### config.mk
export PLATFORM = sky130hd
export DESIGN_NAME = lsu_dccm_arb
export DESIGN_NICKNAME = d
export VERILOG_FILES = /design/src/rtl/lsu_dccm_pkg.sv /design/src/rtl/lsu_dccm_prio_sel.sv /design/src/rtl/lsu_dccm_arb.sv
export SDC_FILE = /design/constraint.sdc
export NUM_CORES = 1
export LEC_CHECK = 0
export CAP_MARGIN = 10
export CORE_AREA = 2 2 213 215
export CTS_CLUSTER_DIAMETER = 30
export DETAILED_ROUTE_END_ITERATION = 7
export DIE_AREA = 0 0 215 217
export GPL_TIMING_DRIVEN = 0
export SYNTH_ARGS = -nofsm -noshare
export SYNTH_HDL_FRONTEND = slang
export SYNTH_HIERARCHICAL = 1
export SYNTH_SLANG_ARGS = --single-unit
### constraint.sdc
create_clock -name clk -period 2.47 [get_ports clk]
set_clock_uncertainty 0.1 [all_clocks]
set_input_delay 0.3705 -clock clk [delete_from_list [all_inputs] [get_ports clk]]
set_output_delay 0.3705 -clock clk [all_outputs]
set_load 0.1 [all_outputs]
### src/rtl/lsu_dccm_pkg.sv
// Shared types for the LSU DCCM arbiter: read-owner states and the one-hot grant.
// Pure declarations, no logic.
package lsu_dccm_pkg;

    localparam int DMA_WAIT_W = 8;

    typedef enum logic [1:0] {
        IDLE = 2'd0,
        LD   = 2'd1,
        DMA  = 2'd2
    } rd_owner_e;

    typedef struct packed {
        logic ld;
        logic sb;
        logic dma;
    } dccm_gnt_t;

endpackage

### src/rtl/lsu_dccm_prio_sel.sv
// Fixed-priority one-hot select: forced DMA, urgent store, load, store, DMA.
// Purely combinational; a request is refused only by a higher-priority one.
module lsu_dccm_prio_sel
    import lsu_dccm_pkg::*;
(
    input  logic      force_dma,
    input  logic      sb_urgent,
    input  dccm_gnt_t req,
    output dccm_gnt_t gnt
);

    always_comb begin
        gnt = '0;
        if (force_dma && req.dma) begin
            gnt.dma = 1'b1;
        end else if (sb_urgent && req.sb) begin
            gnt.sb = 1'b1;
        end else if (req.ld) begin
            gnt.ld = 1'b1;
        end else if (req.sb) begin
            gnt.sb = 1'b1;
        end else if (req.dma) begin
            gnt.dma = 1'b1;
        end
    end

endmodule

### src/rtl/lsu_dccm_arb.sv
// DCCM single-port arbiter: grants and DCCM controls are combinational, read data returns one cycle later.
// Refused requesters simply hold their request; DMA starvation is bounded by a saturating wait counter.
module lsu_dccm_arb
    import lsu_dccm_pkg::*;
#(
    parameter int DCCM_BITS        = 16,
    parameter int DCCM_FDATA_WIDTH = 39,
    parameter int DMA_MAX_WAIT     = 15
) (
    input  logic                        clk,
    input  logic                        rst,
    input  logic                        ld_valid,
    input  logic [DCCM_BITS-1:0]        ld_addr_lo,
    input  logic [DCCM_BITS-1:0]        ld_addr_hi,
    output logic                        ld_ready,
    output logic                        ld_rd_valid,
    output logic [DCCM_FDATA_WIDTH-1:0] ld_rd_data_lo,
    output logic [DCCM_FDATA_WIDTH-1:0] ld_rd_data_hi,
    input  logic                        sb_valid,
    input  logic                        sb_full,
    input  logic [DCCM_BITS-1:0]        sb_addr_lo,
    input  logic [DCCM_BITS-1:0]        sb_addr_hi,
    input  logic [DCCM_FDATA_WIDTH-1:0] sb_data_lo,
    input  logic [DCCM_FDATA_WIDTH-1:0] sb_data_hi,
    output logic                        sb_ready,
    input  logic                        dma_valid,
    input  logic                        dma_write,
    input  logic [DCCM_BITS-1:0]        dma_addr,
    input  logic [DCCM_FDATA_WIDTH-1:0] dma_wdata,
    output logic                        dma_ready,
    output logic                        dma_rd_valid,
    output logic [DCCM_FDATA_WIDTH-1:0] dma_rd_data,
    output logic                        dccm_wren,
    output logic                        dccm_rden,
    output logic [DCCM_BITS-1:0]        dccm_wr_addr_lo,
    output logic [DCCM_BITS-1:0]        dccm_wr_addr_hi,
    output logic [DCCM_BITS-1:0]        dccm_rd_addr_lo,
    output logic [DCCM_BITS-1:0]        dccm_rd_addr_hi,
    output logic [DCCM_FDATA_WIDTH-1:0] dccm_wr_data_lo,
    output logic [DCCM_FDATA_WIDTH-1:0] dccm_wr_data_hi,
    input  logic [DCCM_FDATA_WIDTH-1:0] dccm_rd_data_lo,
    input  logic [DCCM_FDATA_WIDTH-1:0] dccm_rd_data_hi
);

    localparam logic [DMA_WAIT_W-1:0] MAX_WAIT = DMA_WAIT_W'(DMA_MAX_WAIT);

    logic [DMA_WAIT_W-1:0] dma_wait_q;
    rd_owner_e             rd_owner_q;
    dccm_gnt_t             req;
    dccm_gnt_t             gnt;
    logic                  dma_wr_gnt;
    logic                  dma_rd_gnt;

    // Masking requests in reset keeps every grant and DCCM control low.
    assign req.ld  = ld_valid  & ~rst;
    assign req.sb  = sb_valid  & ~rst;
    assign req.dma = dma_valid & ~rst;

    lsu_dccm_prio_sel u_prio_sel (
        .force_dma (dma_wait_q == MAX_WAIT),
        .sb_urgent (sb_full),
        .req       (req),
        .gnt       (gnt)
    );

    assign ld_ready   = gnt.ld;
    assign sb_ready   = gnt.sb;
    assign dma_ready  = gnt.dma;
    assign dma_wr_gnt = gnt.dma &  dma_write;
    assign dma_rd_gnt = gnt.dma & ~dma_write;

    always_comb begin
        dccm_wren       = gnt.sb | dma_wr_gnt;
        dccm_rden       = gnt.ld | dma_rd_gnt;
        dccm_wr_addr_lo = '0;
        dccm_wr_addr_hi = '0;
        dccm_wr_data_lo = '0;
        dccm_wr_data_hi = '0;
        dccm_rd_addr_lo = '0;
        dccm_rd_addr_hi = '0;
        if (gnt.sb) begin
            dccm_wr_addr_lo = sb_addr_lo;
            dccm_wr_addr_hi = sb_addr_hi;
            dccm_wr_data_lo = sb_data_lo;
            dccm_wr_data_hi = sb_data_hi;
        end else if (dma_wr_gnt) begin
            dccm_wr_addr_lo = dma_addr;
            dccm_wr_addr_hi = dma_addr;
            dccm_wr_data_lo = dma_wdata;
            dccm_wr_data_hi = dma_wdata;
        end
        if (gnt.ld) begin
            dccm_rd_addr_lo = ld_addr_lo;
            dccm_rd_addr_hi = ld_addr_hi;
        end else if (dma_rd_gnt) begin
            dccm_rd_addr_lo = dma_addr;
            dccm_rd_addr_hi = dma_addr;
        end
    end

    always_ff @(posedge clk) begin
        if (rst) begin
            dma_wait_q <= '0;
        end else if (!dma_valid || gnt.dma) begin
            dma_wait_q <= '0;
        end else if (dma_wait_q != MAX_WAIT) begin
            dma_wait_q <= dma_wait_q + 1'b1;
        end
    end

    always_ff @(posedge clk) begin
        if (rst) begin
            rd_owner_q <= IDLE;
        end else if (gnt.ld) begin
            rd_owner_q <= LD;
        end else if (dma_rd_gnt) begin
            rd_owner_q <= DMA;
        end else begin
            rd_owner_q <= IDLE;
        end
    end

    // A read in flight when reset hits is dropped, not returned.
    always_comb begin
        ld_rd_valid   = ~rst && (rd_owner_q == LD);
        dma_rd_valid  = ~rst && (rd_owner_q == DMA);
        ld_rd_data_lo = ld_rd_valid  ? dccm_rd_data_lo : '0;
        ld_rd_data_hi = ld_rd_valid  ? dccm_rd_data_hi : '0;
        dma_rd_data   = dma_rd_valid ? dccm_rd_data_lo : '0;
    end

endmodule

==> results.py, run 1 <==
metrics = {
    "status": {
        "status": "complete, but fails checks",
        "violations": "setup timing",
    },
    "sta": {
        "finalHoldViolations": 0,
        "rsz0062_at_grt": "true",
        "slew-limit-headroom": 0.2808,
        "worstMarginPinSlew_ns": 1.083,
        "finalSetupViolCount": 145,
        "period_share": 1.190,
        "min_period_ns": 2.939,
        "final-max-slew-violation-count": 0,
        "finalWorstSetupSlack_ns": -0.4693,
        "fmax_ghz": 0.3402,
        "fin_setup_tns_ns": -56.27,
    },
    "detailed_routing": {
        "ant_nets": 0,
        "first_pass_iters": 4,
        "wl_per_cell_um": 19.39,
        "drcViolationCount": 0,
        "num_vias": 5607,
        "routed_wl_um": 29970,
        "via_per_inst": 3.627,
        "drtIter0Drc": 183,
    },
    "worst_setup_path": {
        "crit_arrival_ns": 2.47,
        "critPathCaptureType": "output port",
        "required_ns": 2.00,
        "crit_path_start_kind": "register",
        "path_max_fanout": 5,
        "ff2ff_setup_slack_ns": 0.26,
        "crit_type": "reg -> out",
    },
    "clock_network": {
        "cts_root_buf": "clkbuf_16",
        "cts_tree": "built",
        "clock_path_buffers": 2,
        "cts_hold_buf": 0,
        "clk_pin_slew_ns": 0.04,
        "clock_latency_ns": 0.24,
        "cts_htree_levels": 1,
        "cts.sinks": 10,
        "cts_made_buffers": 3,
    },
    "synth": {
        "synth_area_per_cell_sq_um": 7.355,
        "synth.distinct_cells": 32,
        "syn_area_sq_mm": 0.002729,
        "synth_nets": 654,
        "ys_ff_latch": 10,
        "seq_area_frac_synth": 0.07336,
        "syn_inst": 371,
        "ys.warnings.count": 6,
    },
    "global_route": {
        "grtUsageTotal": 0.1162,
        "antenna_found_initial": 2,
        "grt_max_degree": 11,
        "grt_pass1_wl_um": 40620,
        "grt_pass1_vias": 6037,
        "grt_overflow": 0,
    },
    "floorplanning": {
        "die_h_um": 217,
        "core-area_sq_mm": 0.04470,
        "start_util": 0.06105,
        "dieArea_sq_mm": 0.04666,
        "num_rows": 78,
        "pin_count": 548,
        "die_x_um": 215,
    },
    "hold_path": {
        "hold_path.class": "reg -> reg",
    },
    "pwr": {
        "p_switching_mw": 1.729,
        "switching_share": 0.5206,
        "leakage_nw": 5.151,
        "p_comb_frac": 0.865,
        "vdd_ir_drop_max_v": 0.0001867,
        "seqPwrFrac": 0.050,
        "pwr_density_cell_mw_per_mm2": 279.6,
        "pwr-share-clk": 0.085,
        "internal_power_mw": 1.592,
    },
    "run": {
        "drv_cap": 0,
    },
    "finish": {
        "layoutNonFillerInstCount": 1546,
        "nFillCells": 4750,
        "drive_gt1_frac": 0.5460,
        "post-route-util": 0.2657,
        "area_growth_pct": 335.3,
        "final_nets": 1230,
        "stdcell_area_sq_mm": 0.01188,
    },
    "placement": {
        "dp_hpwl_um": 24340,
        "place.gp.congestion": 0.9284,
        "dpl-instance-area_sq_mm": 0.01003,
        "io_buffers": 547,
        "place_inst": 1518,
    },
}
## per-layer routing
layer | vias up | global-route usage | wire [um]
met5 | - | 0 | 0
met4 | 0 | 0.01655 | 297
met3 | 16 | 0.02418 | 2383
met2 | 356 | 0.2249 | 15710
met1 | 2659 | 0.1327 | 11580
li1 | 2576 | - | -
## cell usage in the layout (no fill, tap or decap), drive strengths merged, types with 2 or more instances in the layout
master         instances
buf                  252
clkdlybuf4s18          2
nand3                  4
a21oi                  7
nand2                  6
o21ai                  4
and3                   3
nor2                   5
nand2b                 4
clkdlybuf4s15          2
and2b                  3
nor3                   4
and2                 117
a22o                 142
dfxtp                 10
nor3b                  2
clkdlybuf4s50        280
clkbuf                82
or3                    4
## final cells by class
cell class | instances | area [sq um] | area share
diodes | 1 | 2.502 | 0.0002107
plain buffers | 44 | 583.1 | 0.04909
clock buffers | 3 | 75.07 | 0.006320
multi-input cells | 316 | 3448 | 0.2903
flip-flops and latches | 10 | 206.4 | 0.01738
well taps | 600 | 750.7 | 0.06320
repair buffers | 572 | 6812 | 0.5735
## metrics by stage
stage | hold WS (ns) | total power [mW] | setup slack [ns]
2_1_floorplan | 0.3473 | 1.681 | -0.3874
3_3_place_gp | 0.3950 | 2.586 | -1.999
3_5_place_dp | 0.4042 | 2.590 | -1.984
4_1_cts | 0.4120 | 3.230 | -0.5026
5_1_grt | 0.4414 | 3.408 | -0.5383
6_report | 0.4103 | 3.321 | -0.4693
## power groups by stage
stage | clock [mW] | sequential [mW] | combinational, mW
5_1_grt | 0.292 | 0.167 | 2.95
4_1_cts | 0.286 | 0.166 | 2.78
2_1_floorplan | 0 | 0.169 | 1.51
3_3_place_gp | 0 | 0.169 | 2.42
6_report | 0.282 | 0.167 | 2.87
3_5_place_dp | 0 | 0.170 | 2.42
## logic make-up after synthesis
kind of cell    share of synthesized area
flops                             0.07336
simple gates                       0.3590
fa+ha+maj                        0.004584
compound gates                     0.4892
buf+inv                           0.07382
## synth_stat cells, drive strengths merged
| cell type | instances | share of area |
|---|---|---|
| a21boi | 1 | 0.0028 |
| and2b | 3 | 0.0083 |
| a21o | 1 | 0.0028 |
| dfxtp | 10 | 0.073 |
| nand2b | 4 | 0.0092 |
| a22o | 142 | 0.46 |
| nor2 | 5 | 0.0069 |
| ha | 1 | 0.0046 |
| or3 | 4 | 0.0096 |
| nor4 | 1 | 0.0078 |
| or4 | 1 | 0.0041 |
| a21oi | 7 | 0.013 |
| buf | 23 | 0.043 |
| or3b | 1 | 0.0032 |
| nor3 | 4 | 0.0073 |
| nand4 | 1 | 0.0023 |
| nor3b | 2 | 0.0073 |
| a211oi | 1 | 0.0028 |
| and2 | 117 | 0.27 |
| clkbuf | 22 | 0.031 |
| nand3 | 4 | 0.0073 |
| a31oi | 1 | 0.0023 |
| and3 | 3 | 0.0069 |
| o21ai | 4 | 0.0073 |
| nand2 | 6 | 0.0083 |
| nor2b | 1 | 0.0023 |
| o21a | 1 | 0.0028 |
## timing repair
action / CTS / global route
setup buffers: 13 / 8
cloned: 3 / 2
endpoints found under the setup margin: 266 / 265
pin swaps: 8 / 4
gates resized for setup: 1672 / 402
## path summary, 6_finish.rpt
path              cells after the start                 end          start
hold / removal                        2       dma_wait_q[7]  dma_wait_q[7]
hold reg to reg                       2       dma_wait_q[7]  dma_wait_q[7]
setup / recovery                     11  dccm_rd_addr_lo[0]  dma_wait_q[6]
setup reg to reg                      9       rd_owner_q[0]  dma_wait_q[6]
## sequential cells by signal (all words and copies together) (netlist names)
register	cells
dma_wait_q	8
rd_owner_q	2
## worst max-delay path: stages (launching register included)
cell and delay (ns):
dfxtp_4 0.33, or4_4 0.55, nor2_4 0.12, nand2_2 0.07, and3_4 0.19, clkbuf_16 0.15
nor2_4 0.13, buf_6 0.15, buf_12 0.11, buf_12 0.11, a22o_4 0.14, buf_12 0.17
No activity file was read; power rests on OpenSTA's default activity.
==> run 2: changes to the inputs <==
- CORE_AREA: 2 2 213 215 -> 2 2 211 213
- DIE_AREA: 0 0 215 217 -> 0 0 213 215
- SYNTH_HIERARCHICAL: 1 -> default
==> results.py, run 2 <==
metrics = {
    "finish": {
        "stdcell_area_sq_mm": 0.01389,
        "final_nets": 1325,
        "drive_gt1_frac": 0.5216,
        "top_regs": "dma_wait_q: 8 flops, rd_owner_q: 2 flops",
        "area_growth_pct": 339.5,
        "nFillCells": 4389,
        "final_cell_mix": "275 x clkdlybuf4s50_1, 154 x buf_12, 110 x o2bb2ai_4",
        "layout.cells.most_common": "clkdlybuf4s50_1",
        "post-route-util": 0.3183,
        "largest_register_ffs": 8,
        "regMostFlops": "dma_wait_q",
    },
    "global_route": {
        "antenna_found_initial": 9,
        "grt_pass1_vias": 7098,
        "grt_max_degree": 11,
        "grtUsageTotal": 0.1682,
        "grt_pass1_wl_um": 54090,
        "grt_overflow": 0,
    },
    "worst_setup_path": {
        "ff2ff_setup_slack_ns": 0.66,
        "critical_path.max_stage_delay_ns": 0.33,
        "required_ns": 2.00,
        "cp_slowest_cell": "dfxtp_2",
        "reg2reg_depth": 6,
        "critPathCaptureType": "output port",
        "path_max_fanout": 6,
        "crit_chain": "ha_4, and3_4, a311oi_4, buf_12, buf_12, buf_16, clkbuf_16, o2bb2ai_4, buf_12",
        "r2r_start": "dma_wait_q[0]",
        "crit_type": "reg -> out",
        "regToRegEndpoint": "dma_wait_q[7]",
        "crit_path_frequent_cell": "buf_12",
        "crit_arrival_ns": 2.21,
        "crit_path_start_kind": "register",
    },
    "floorplanning": {
        "pin_count": 548,
        "die_h_um": 215,
        "die_x_um": 213,
        "num_rows": 77,
        "core-area_sq_mm": 0.04364,
        "dieArea_sq_mm": 0.04580,
        "start_util": 0.07242,
    },
    "synth": {
        "synth-edff-count": 0,
        "synth_most_common_cell": "o2bb2ai_1",
        "synth_common_cells": "142 x o2bb2ai_1, 117 x and2_1, 58 x nand3_1, 37 x clkbuf_1, 16 x nand3b_1",
        "yosysTopAreaCellShare": 0.3935,
        "synth-async-reset-ratio": 0,
        "synth_area_per_cell_sq_um": 7.071,
        "syn_inst": 447,
        "synth.distinct_cells": 31,
        "ys.warnings.count": 0,
        "seq_area_frac_synth": 0.06334,
        "synthTopCellsByArea": "o2bb2ai_1 39%, and2_1 23%, nand3_1 9.2%",
        "syn_area_sq_mm": 0.003161,
        "ys_ff_latch": 10,
        "yosys.area.top_type": "o2bb2ai_1",
        "synth-main-ff-cell": "dfxtp_1",
        "synth_nets": 730,
    },
    "detailed_routing": {
        "num_vias": 6524,
        "drcViolationCount": 0,
        "ant_nets": 0,
        "via_per_inst": 3.983,
        "drtIter0Drc": 270,
        "wl_per_cell_um": 25.71,
        "routed_wl_um": 42110,
        "first_pass_iters": 4,
    },
    "clock_network": {
        "cts_tree": "built",
        "clock_path_buffers": 2,
        "clk_pin_slew_ns": 0.04,
        "clock_latency_ns": 0.24,
        "cts_made_buffers": 3,
        "cts.sinks": 10,
        "cts_root_buf": "clkbuf_16",
        "cts_htree_levels": 1,
    },
    "sta": {
        "finalSetupViolCount": 133,
        "min_period_ns": 2.678,
        "final-max-slew-violation-count": 0,
        "rsz0062_at_grt": "true",
        "finalWorstSetupSlack_ns": -0.2084,
        "fmax_ghz": 0.3734,
        "slew-limit-headroom": 0.5914,
        "fin_setup_tns_ns": -17.40,
        "period_share": 1.084,
        "finalHoldViolations": 0,
        "hold_ws_ns": 0.3961,
        "worstMarginPinSlew_ns": 0.6171,
    },
    "hold_path": {
        "hold_path.class": "in -> reg",
        "min_to": "rd_owner_q[0]",
        "hp-start": "dma_valid",
        "min_delay_path_depth": 2,
    },
    "status": {
        "status": "complete, but fails checks",
        "violations": "setup timing",
    },
    "pwr": {
        "leakage_nw": 5.067,
        "vdd_ir_drop_max_v": 0.0001634,
        "power_mw": 3.528,
        "pwr_density_cell_mw_per_mm2": 254.0,
    },
    "placement": {
        "place.gp.congestion": 0.8778,
        "dp_hpwl_um": 31970,
        "dpl-instance-area_sq_mm": 0.009673,
        "io_buffers": 545,
    },
    "run": {
        "drv_cap": 0,
    },
}
## run 2: worst max-delay path: cells and delay by family, from the launching register on
family	cells	cell delay (ns)
AO/OA/AOI/OAI	2	0.43
adder cells (fa/ha/maj)	1	0.16
AND/OR/NAND/NOR	1	0.20
buffers and inverters	5	0.82
flip-flops	1	0.33
## run 2: final cells by class
type,count,area (sq um),area share
antenna,5,12.51,0.0009007
buffer,59,728.2,0.05242
sequential,10,210.2,0.01513
inverter,2,7.507,0.0005404
clock buffer,4,88.84,0.006395
timing repair buffer,592,7126,0.5130
tap,592,740.7,0.05332
multi-input combinational,374,4977,0.3583
## run 2: worst max path at each step
stage                              from             endpoint  depth (start not counted)
after floorplan           dma_wait_q[0]  dccm_wr_addr_hi[10]                          7
after global placement        dma_valid   dccm_wr_data_lo[3]                          7
after detailed placement      dma_valid   dccm_wr_data_lo[3]                          7
after CTS                 dma_wait_q[1]  dccm_wr_data_hi[34]                         10
after global routing      dma_wait_q[0]  dccm_wr_data_hi[17]                          9
final                     dma_wait_q[0]  dccm_wr_data_hi[14]                          9
## run 2: repair_timing
action,CTS,global route
cloned,13,5
hold endpoints to repair,0,0
hold buffers,0,0
gates resized for setup,2122,188
endpoints found under the setup margin,267,255
setup buffers,29,7
pin swaps,10,4
## run 2: per-layer routing
metal  routed length (um)  up-vias  track usage
met3                 3614       73      0.04545
met2                20800      435       0.3053
met1                15700     3113       0.1830
met5                   41        -            0
met4                 1958        6      0.06667
li1                     -     2897            -
## run 2: per-stage QoR
step | worst slack [ns] | cells
2_1_floorplan | -0.7872 | 447
3_3_place_gp | -2.389 | 1584
3_5_place_dp | -2.407 | 1584
4_1_cts | -0.2120 | 1628
5_1_grt | -0.2435 | 1635
6_report | -0.2084 | 1638
## run 2: logic make-up (layout without fill, tap and decap cells)
family,after synthesis,after routing,synth area share
fa+ha+maj,1,1,0.003958
xor+xnor,3,3,0.008315
flops,10,10,0.06334
simple gates,213,213,0.4046
buf+inv,63,657,0.08986
other cells,0,5,0
compound gates,157,157,0.4299
## run 2: where the power goes
group	switching (mW)	internal (mW)
clock network	0.0802	0.244
registers	0.00269	0.164
logic	1.80	1.23
total	1.89	1.64
